$ cat src/rtl/fp_add_pipe.sv
// Three-stage pipelined floating-point adder/subtractor with valid/ready back-pressure.
// Define FP_ADD_PIPE_ROUND_RNE_EN for round-to-nearest-even; otherwise results truncate.
module fp_add_pipe #(
  parameter int unsigned EXP_W = 8,
  parameter int unsigned MAN_W = 23,
  parameter int unsigned TAG_W = 4
) (
  input  logic                   iCLK,
  input  logic                   iRST,
  input  logic                   iValid,
  output logic                   oReady,
  input  logic [EXP_W+MAN_W:0]   iA,
  input  logic [EXP_W+MAN_W:0]   iB,
  input  logic                   iSub,
  input  logic [TAG_W-1:0]       iTag,
  output logic                   oValid,
  input  logic                   iReady,
  output logic [EXP_W+MAN_W:0]   oSum,
  output logic [TAG_W-1:0]       oTag
);

  localparam int unsigned W = EXP_W + MAN_W + 1;
  localparam int unsigned N = MAN_W + 4;
  localparam int EXP_MAX = (1 << EXP_W) - 1;

  logic en;

  logic             s1_valid_q, s1_sign_q, s1_sub_q, s1_spec_q;
  logic [EXP_W-1:0] s1_exp_q;
  logic [N-1:0]     s1_big_q, s1_small_q;
  logic [W-1:0]     s1_spec_val_q;
  logic [TAG_W-1:0] s1_tag_q;

  logic             s2_valid_q, s2_sign_q, s2_spec_q;
  logic [EXP_W-1:0] s2_exp_q;
  logic [N:0]       s2_sum_q;
  logic [W-1:0]     s2_spec_val_q;
  logic [TAG_W-1:0] s2_tag_q;

  logic             s3_valid_q;
  logic [W-1:0]     s3_sum_q;
  logic [TAG_W-1:0] s3_tag_q;

  assign en     = ~s3_valid_q | iReady;
  assign oReady = en;
  assign oValid = s3_valid_q;
  assign oSum   = s3_sum_q;
  assign oTag   = s3_tag_q;

  // Stage 1: sign adjust, operand ordering, alignment and special-case detection
  logic [EXP_W-1:0] a_exp, b_exp, big_exp, small_exp;
  logic [MAN_W-1:0] big_frac, small_frac;
  logic             b_sign, a_big, big_sign, small_sign, spec;
  logic [W-1:0]     b_adj, spec_val;
  logic [N-1:0]     big_sig, small_sig, aligned;
  logic [2*N-1:0]   ext;
  int               diff;

  always_comb begin
    a_exp      = iA[W-2:MAN_W];
    b_exp      = iB[W-2:MAN_W];
    b_sign     = iB[W-1] ^ iSub;
    b_adj      = {b_sign, iB[W-2:0]};
    a_big      = iA[W-2:0] >= iB[W-2:0];
    big_sign   = a_big ? iA[W-1] : b_sign;
    small_sign = a_big ? b_sign : iA[W-1];
    big_exp    = a_big ? a_exp : b_exp;
    small_exp  = a_big ? b_exp : a_exp;
    big_frac   = a_big ? iA[MAN_W-1:0] : iB[MAN_W-1:0];
    small_frac = a_big ? iB[MAN_W-1:0] : iA[MAN_W-1:0];
    big_sig    = {1'b1, big_frac, 3'b000};
    small_sig  = {1'b1, small_frac, 3'b000};
    diff       = int'(big_exp) - int'(small_exp);
    ext        = {small_sig, {N{1'b0}}} >> diff;
    // Zero-exponent operands are caught as specials, so a far-shifted operand is never zero.
    if (diff > int'(N) - 1) aligned = {{(N-1){1'b0}}, 1'b1};
    else                    aligned = {ext[2*N-1:N+1], ext[N] | (|ext[N-1:0])};

    spec     = 1'b1;
    spec_val = '0;
    if (&a_exp)                       spec_val = iA;
    else if (&b_exp)                  spec_val = b_adj;
    else if (a_exp == '0 && b_exp == '0) spec_val = '0;
    else if (a_exp == '0)             spec_val = b_adj;
    else if (b_exp == '0)             spec_val = iA;
    else                              spec     = 1'b0;
  end

  // Stage 2: magnitude add or subtract (larger minus smaller)
  logic [N:0] sum_d;

  always_comb begin
    if (s1_sub_q) sum_d = {1'b0, s1_big_q} - {1'b0, s1_small_q};
    else          sum_d = {1'b0, s1_big_q} + {1'b0, s1_small_q};
  end

  // Stage 3: normalise, optional rounding, range checks and packing
  logic [W-1:0]     res;
  logic [MAN_W-1:0] frac;
  logic             found;
  int               lz, exp_n;
`ifdef FP_ADD_PIPE_ROUND_RNE_EN
  logic [N-1:0]     norm;
  logic [MAN_W+1:0] mant;
  logic             round_up;
`endif

  always_comb begin
    lz    = 0;
    found = 1'b0;
    for (int i = int'(N) - 1; i >= 0; i--) begin
      if (!found && s2_sum_q[i]) begin
        lz    = int'(N) - 1 - i;
        found = 1'b1;
      end
    end
    exp_n = s2_sum_q[N] ? int'(s2_exp_q) + 1 : int'(s2_exp_q) - lz;
`ifdef FP_ADD_PIPE_ROUND_RNE_EN
    if (s2_sum_q[N]) norm = {s2_sum_q[N:2], |s2_sum_q[1:0]};
    else             norm = s2_sum_q[N-1:0] << lz;
    round_up = norm[2] & (norm[1] | norm[0] | norm[3]);
    mant     = {1'b0, norm[N-1:3]} + (MAN_W+2)'(round_up);
    if (mant[MAN_W+1]) exp_n = exp_n + 1;
    frac = mant[MAN_W+1] ? mant[MAN_W:1] : mant[MAN_W-1:0];
`else
    if (s2_sum_q[N]) frac = MAN_W'(s2_sum_q >> 4);
    else             frac = MAN_W'((s2_sum_q[N-1:0] << lz) >> 3);
`endif
    if (s2_spec_q)            res = s2_spec_val_q;
    else if (s2_sum_q == '0)  res = '0;
    else if (exp_n <= 0)      res = '0;
    else if (exp_n >= EXP_MAX) res = {s2_sign_q, {EXP_W{1'b1}}, {MAN_W{1'b0}}};
    else                      res = {s2_sign_q, exp_n[EXP_W-1:0], frac};
  end

  always_ff @(posedge iCLK) begin
    if (iRST) begin
      s1_valid_q    <= 1'b0;
      s1_sign_q     <= 1'b0;
      s1_sub_q      <= 1'b0;
      s1_spec_q     <= 1'b0;
      s1_exp_q      <= '0;
      s1_big_q      <= '0;
      s1_small_q    <= '0;
      s1_spec_val_q <= '0;
      s1_tag_q      <= '0;
      s2_valid_q    <= 1'b0;
      s2_sign_q     <= 1'b0;
      s2_spec_q     <= 1'b0;
      s2_exp_q      <= '0;
      s2_sum_q      <= '0;
      s2_spec_val_q <= '0;
      s2_tag_q      <= '0;
      s3_valid_q    <= 1'b0;
      s3_sum_q      <= '0;
      s3_tag_q      <= '0;
    end else if (en) begin
      s1_valid_q    <= iValid;
      s1_sign_q     <= big_sign;
      s1_sub_q      <= big_sign ^ small_sign;
      s1_spec_q     <= spec;
      s1_exp_q      <= big_exp;
      s1_big_q      <= big_sig;
      s1_small_q    <= aligned;
      s1_spec_val_q <= spec_val;
      s1_tag_q      <= iTag;
      s2_valid_q    <= s1_valid_q;
      s2_sign_q     <= s1_sign_q;
      s2_spec_q     <= s1_spec_q;
      s2_exp_q      <= s1_exp_q;
      s2_sum_q      <= sum_d;
      s2_spec_val_q <= s1_spec_val_q;
      s2_tag_q      <= s1_tag_q;
      s3_valid_q    <= s2_valid_q;
      s3_sum_q      <= res;
      s3_tag_q      <= s2_tag_q;
    end
  end

endmodule

$ cat config.mk
export PLATFORM = sky130hd
export DESIGN_NAME = fp_add_pipe
export DESIGN_NICKNAME = d
export VERILOG_FILES = /design/src/rtl/fp_add_pipe.sv
export SDC_FILE = /design/constraint.sdc
export NUM_CORES = 1
export LEC_CHECK = 0
export BUFFER_PORTS_ARGS = -buffer_cell sky130_fd_sc_hd__buf_2
export CORE_AREA = 2 2 183 185
export DETAILED_ROUTE_END_ITERATION = 7
export DIE_AREA = 0 0 185 187
export GPL_TIMING_DRIVEN = 0
export PLACE_DENSITY = 0.67
export SLEW_MARGIN = 20
export SYNTH_ARGS = -nofsm -noshare
export SYNTH_HDL_FRONTEND = slang
export SYNTH_SLANG_ARGS = --single-unit
export TNS_END_PERCENT = 100
$ cat constraint.sdc
create_clock -name iCLK -period 7.7 [get_ports iCLK]
set_input_delay 1.54 -clock iCLK [delete_from_list [all_inputs] [get_ports iCLK]]
set_output_delay 1.54 -clock iCLK [all_outputs]
set_load 0.01 [all_outputs]
* Yosys cells after proc, flatten, opt, wreduce, memory -nomap -nowiden
Cells that the tools add are included.
Word-level totals: input port bits 73, output and inout port bits 38, register bits after elaboration 211, word-level logic and storage cells 170
Cells by class: bitwise gates (word level) 5, multiplexer cells 76, magnitude comparators 4, reduce and logical (&&, ||, !) cells 59, add/subtract/negate cells 5, shift operators 2
Operators with widths (number):
- 2-to-1 mux 32 bit | 34
- 2-to-1 mux 23 bit | 3
- right shift 54 x 32 -> 54 bit | 1
- 2-to-1 mux 1 bit | 34
- greater-or-equal comparator 32 x 9 -> 1 bit, second input constant | 1
- less-or-equal comparator 32 x 1 -> 1 bit, second input constant | 1
- left shift 27 x 32 -> 26 bit | 1
- subtractor 9 x 32 -> 32 bit | 1
- greater-or-equal comparator 31 bit | 1
- 2-to-1 mux 31 bit | 1
- adder 27 x 27 -> 28 bit | 1
- logical NOT 28 bit | 1
- 2-to-1 mux 28 bit | 1
- subtractor 27 x 27 -> 28 bit | 1
- logical AND 1 bit | 27
- 2-to-1 mux 27 bit | 1
- OR reduction 27 bit | 1
- logical NOT 1 bit | 26
- logical NOT 8 bit | 2
- 2-to-1 mux 8 bit | 2
- AND reduction 8 bit | 2
- adder 8 x 1 -> 9 bit, second input constant | 1
- greater-than comparator 9 x 6 -> 1 bit, second input constant | 1
- subtractor 8 x 8 -> 9 bit | 1
- 3 further kinds | 5

* Logic depth before layout (Yosys ltp)
depth in word-level cells 86, gate-level depth with buffers 26

* Worst setup path before layout
No wires, ideal clock.
path kind in2reg, from in iB[26], to reg s1_small_q[0], slack 596 ps, arrival 6987 ps, stages 22, library setup time 116 ps, cells stage by stage inv_1 -> ha_1 -> buf_4 -> nand2_2 -> o21ai_1 -> a21oi_4 -> o21a_2 -> a21oi_2 -> clkbuf_1 -> buf_1 -> mux2i_1 -> ha_1 -> clkbuf_1 -> inv_1 -> buf_1 -> mux4_2 -> or4_1 -> or4b_1 -> a22o_1 -> and4bb_1 -> a211oi_1 -> o211a_1
Between the ends: cells in the longest elaborated chain, start to end 7
RTL lines:
- start: declaration | RTL line 13 | input logic [EXP_W+MAN_W:0] iB,
- greater-or-equal comparator 31 bit | RTL line 64 | a_big = iA[W-2:0] >= iB[W-2:0];
- 2-to-1 mux 8 bit (on tied branches) | RTL line 67, 68
- subtractor 8 x 8 -> 9 bit | RTL line 73 | diff = int'(big_exp) - int'(small_exp);
- right shift 54 x 32 -> 54 bit | RTL line 74 | ext = {small_sig, {N{1'b0}}} >> diff;
- OR reduction 27 bit | RTL line 77 | else aligned = {ext[2*N-1:N+1], ext[N] | (|ext[N-1:0])};
- OR 1 bit | RTL line 77
- 2-to-1 mux 27 bit (*) | RTL line 76 | if (diff > int'(N) - 1) aligned = {{(N-1){1'b0}}, 1'b1};
- end signal: assignment | RTL line 164 | s1_small_q <= aligned;
- end: declaration | RTL line 30 | logic [N-1:0] s1_big_q, s1_small_q;
Every way passes the cells marked *; elsewhere a longest branch is shown, timed or not. A chain may end at the register's enable or synchronous reset.

* Final worst setup path
from in iB[20], to reg s1_small_q[0]
The elaborated chain is that of the path after synthesis.

==> impl_metrics.py <==
metrics = {
    "synthesis": {
        "post_synth_instance_area_um2": 16100,
        "ys_seq_area_share_pct": 26.2,
        "synthDistinctLibCells": 95,
        "synth_nets": 2341,
        "synthesis.area_per_instance_um2": 7.39,
        "yosys_warnings": 0,
        "asyncSetResetFlopFracSynth_pct": 0,
        "synth_edf_count": 0,
        "synth_cells": 2178,
        "synth_seq_cells": 211,
        "dominantRegCellSynth": "sky130_fd_sc_hd__dfxtp_1",
    },
    "finish": {
        "finish.utilization_pct": 54.6,
        "layoutNonFillerInstCount": 2772,
        "layout.nets": 2473,
        "area_delta_synth_final_pct": 11.5,
        "seq_area_um2": 4220,
        "finish.instance_area_um2": 17900,
        "multi_input_comb_area_um2": 10900,
        "num-fill-cells": 3353,
        "post_route_cells_drive_above_1_share_pct": 10.3,
    },
    "sta": {
        "fin_skew_ns": 0.0226,
        "fmaxAchievable_mhz": 133,
        "worst-slew-pin-transition_ns": 1.13,
        "setup-tns-final_ns": 0,
        "finalSetupViolCount": 0,
        "report.final.slew_viol_count": 0,
        "timing.final.hold_violations": 0,
        "grt_setup_unrepaired": "no",
        "worst_hold_slack_ns": 0.455,
        "final_min_period_over_clock_period_pct": 97.9,
        "period_needed_ns": 7.54,
        "maxSlewHeadroom_pct": 23.8,
        "layout_setup_ws_ns": 0.164,
    },
    "drt": {
        "detail_route.wirelength_um": 66900,
        "drt.antenna.violating_nets": 0,
        "via_count": 17800,
        "wl_per_cell_um": 24.1,
        "drt_iter0_markers": 1901,
        "avgViaCountPerCell": 6.43,
        "drt_first_pass_iters": 5,
        "route.detailed.drc": 0,
    },
    "clocking": {
        "cts.sinks": 211,
        "cts_hold_buffers": 0,
        "cts_tree": "yes",
        "ctsHtreeMaxLevel": 1,
        "clk-insertion-delay-late_ns": 0.52,
        "post_cts.repair.setup_buffers": 0,
        "cts_inserted_buffers": 22,
        "clkSlewWorstSetupHoldPaths_ns": 0.06,
        "cts_buffer_depth": 3,
        "clockRootBuffer": "sky130_fd_sc_hd__clkbuf_16",
    },
    "min_path": {
        "hp-class": "reg2reg",
    },
    "placed_design": {
        "place_hpwl_um": 52600,
        "place_congestion": 1.08,
        "dpl.cell_count": 2735,
        "numPortBuffers": 109,
        "placement.cell_area_um2": 17200,
        "detailedPlace.worstSlack_ns": -1.13,
    },
    "global_route": {
        "number_of_antenna_violations_at_the_first_check_in_global_routing": 1,
        "via_count_of_the_first_global_routing_pass": 16500,
        "gr-usage-all-layers_pct": 37.7,
        "grt_pass1_wl_um": 100000,
        "overflow": 0,
        "grt_max_degree": 15,
    },
    "pwr": {
        "power_mw": 4.48,
        "ir_worst_vdd_mv": 0.147,
        "leakagePower_nw": 7.28,
        "cellPowerDensity_nw_per_um2": 249,
    },
    "setup_path": {
        "r2r-start": "s2_sum_q[15]$_SDFFE_PP0P_",
        "r2r_slack_ns": 0.76,
        "r2r-end": "oSum[16]$_SDFFE_PP0P_",
        "worst_endpoint_data_arrival_time_ns": 7.93,
        "worst_setup_path_end_kind": "register",
        "critPathMaxFanout": 10,
        "setup.worst_path.class": "in2reg",
        "worst_setup_path_start_kind": "input port",
        "startpoint": "iB[20]",
        "reg2regPathDepth": 22,
        "worst_setup_path_endpoint": "s1_small_q[0]$_SDFFE_PP0P_",
        "crit_required_ns": 8.09,
    },
    "die": {
        "die_w_um": 185,
        "die_height_um": 187,
        "start_util_pct": 49.0,
        "placementRows": 67,
        "ioPinCount": 111,
        "floorplan.die_area_um2": 34600,
        "coreArea_um2": 32900,
    },
    "flow_run": {
        "maxcap_violations": 0,
    },
    "run_status": {
        "status": "complete, no violations",
    },
}
## final cells by class
type,instances,area share [%]
Antenna cell,2,0.0279
Clock inverter,7,0.314
Inverter,112,2.34
Timing Repair Buffer,109,3.04
Multi-Input combinational cell,1693,60.6
Buffer,161,3.56
Tap cell,448,3.12
Clock buffer,29,3.49
Sequential cell,211,23.5
## critical path, cell delays in order
cell	delay, ns
sky130_fd_sc_hd__buf_2	0.21
sky130_fd_sc_hd__inv_1	0.18
sky130_fd_sc_hd__ha_1	0.34
sky130_fd_sc_hd__nand4_1	0.20
sky130_fd_sc_hd__nor4_4	0.29
sky130_fd_sc_hd__o211ai_2	0.23
sky130_fd_sc_hd__o21a_2	0.33
sky130_fd_sc_hd__a21oi_4	0.34
sky130_fd_sc_hd__clkbuf_2	0.32
sky130_fd_sc_hd__buf_2	0.30
sky130_fd_sc_hd__mux2i_1	0.24
sky130_fd_sc_hd__ha_2	0.28
sky130_fd_sc_hd__nor3_1	0.07
sky130_fd_sc_hd__o21ai_0	0.17
sky130_fd_sc_hd__o311ai_4	0.24
sky130_fd_sc_hd__nand2_2	0.15
sky130_fd_sc_hd__buf_2	0.26
sky130_fd_sc_hd__mux4_1	0.39
sky130_fd_sc_hd__or4_1	0.42
sky130_fd_sc_hd__or4b_1	0.52
sky130_fd_sc_hd__a22o_1	0.26
sky130_fd_sc_hd__and4bb_1	0.25
sky130_fd_sc_hd__a211oi_1	0.09
sky130_fd_sc_hd__o211a_1	0.28
## cell usage after synthesis (21+ instances only)
cell                       count  area share [%]
sky130_fd_sc_hd__and3_1       21            0.82
sky130_fd_sc_hd__a31oi_1      22            0.86
sky130_fd_sc_hd__nor2_1      257             6.0
sky130_fd_sc_hd__xnor2_1      29             1.6
sky130_fd_sc_hd__a221oi_1     53             2.9
sky130_fd_sc_hd__dfxtp_1     211              26
sky130_fd_sc_hd__ha_1         88             6.8
sky130_fd_sc_hd__nand3_1      35             1.1
sky130_fd_sc_hd__clkbuf_1    138             3.2
sky130_fd_sc_hd__nand2_1     295             6.9
sky130_fd_sc_hd__a211oi_1     62             2.9
sky130_fd_sc_hd__nor3_1       88             2.7
sky130_fd_sc_hd__a22oi_1      28             1.3
sky130_fd_sc_hd__a311oi_1     37             2.0
sky130_fd_sc_hd__o21ai_0      83             2.6
sky130_fd_sc_hd__a21oi_1     175             5.4
sky130_fd_sc_hd__inv_1       111             2.6
sky130_fd_sc_hd__mux2i_1      70             4.4
## sequential cells by signal, indices dropped and copies added (netlist names), 4 cells and up
signal	count
oSum	32
s1_spec_val_q	32
s2_spec_val_q	32
s2_sum_q	28
s1_small_q	27
s1_big_q	24
s1_exp_q	8
s2_exp_q	8
oTag	4
s1_tag_q	4
s2_tag_q	4
## worst min-delay path by stage
stage                                        start                              to  slack, ns  cells after the start
floorplan           s2_spec_val_q[15]$_SDFFE_PP0P_  s2_spec_val_q[15]$_SDFFE_PP0P_       0.43                      2
global placement          s2_tag_q[3]$_SDFFE_PP0P_        s2_tag_q[3]$_SDFFE_PP0P_       0.44                      2
detailed placement            oTag[1]$_SDFFE_PP0P_            oTag[1]$_SDFFE_PP0P_       0.45                      2
CTS                 s2_spec_val_q[16]$_SDFFE_PP0P_  s2_spec_val_q[16]$_SDFFE_PP0P_       0.45                      2
global route        s2_spec_val_q[13]$_SDFFE_PP0P_  s2_spec_val_q[13]$_SDFFE_PP0P_       0.47                      2
finish              s2_spec_val_q[16]$_SDFFE_PP0P_  s2_spec_val_q[16]$_SDFFE_PP0P_       0.45                      2
## repair_timing
item	4_1_cts	5_1_grt
resized for setup	7	11
setup endpoints to repair	27	33
pin swaps	0	0
## cell families after synthesis
group	share of synthesized area, %
AO/OA/AOI/OAI	28.2
XOR/XNOR	1.96
adder cells (fa/ha/maj)	7.09
AND/OR/NAND/NOR	23.1
multiplexers	6.82
buffers and inverters	6.57
flip-flops	26.2
## power breakdown
part	leakage [nW]	switching [mW]	internal, mW
Clock	0.337	0.461	0.573
Sequential	1.72	0.113	1.19
Combinational	5.22	1.39	0.753
Total	7.28	1.96	2.52
## layout by cell type (no fill, tap or decap), drive strengths merged, types with 11 or more instances in the layout
cell type / instances
nor3: 90
a31oi: 23
or2: 11
clkbuf: 166
a22oi: 28
inv: 113
nor4: 18
and2: 13
nor2: 258
ha: 88
a211oi: 62
nand3: 35
o21ai: 92
mux4: 13
o211ai: 19
and3: 21
o22ai: 11
mux2i: 70
nor2b: 18
nand4: 14
dfxtp: 211
buf: 133
a311oi: 37
nand2: 300
a21o: 15
xnor2: 29
a21oi: 177
o31ai: 15
a221oi: 53
## metal layers
metal / GRT usage (%) / wire length (um) / up-vias
met5: 0 / 0 / -
met4: 19.4 / 4070 / 0
met3: 4.96 / 5160 / 222
met2: 62.0 / 30900 / 990
met1: 48.2 / 26700 / 8406
li1: - / - / 8212
No activity file was read; power rests on OpenSTA's default activity.
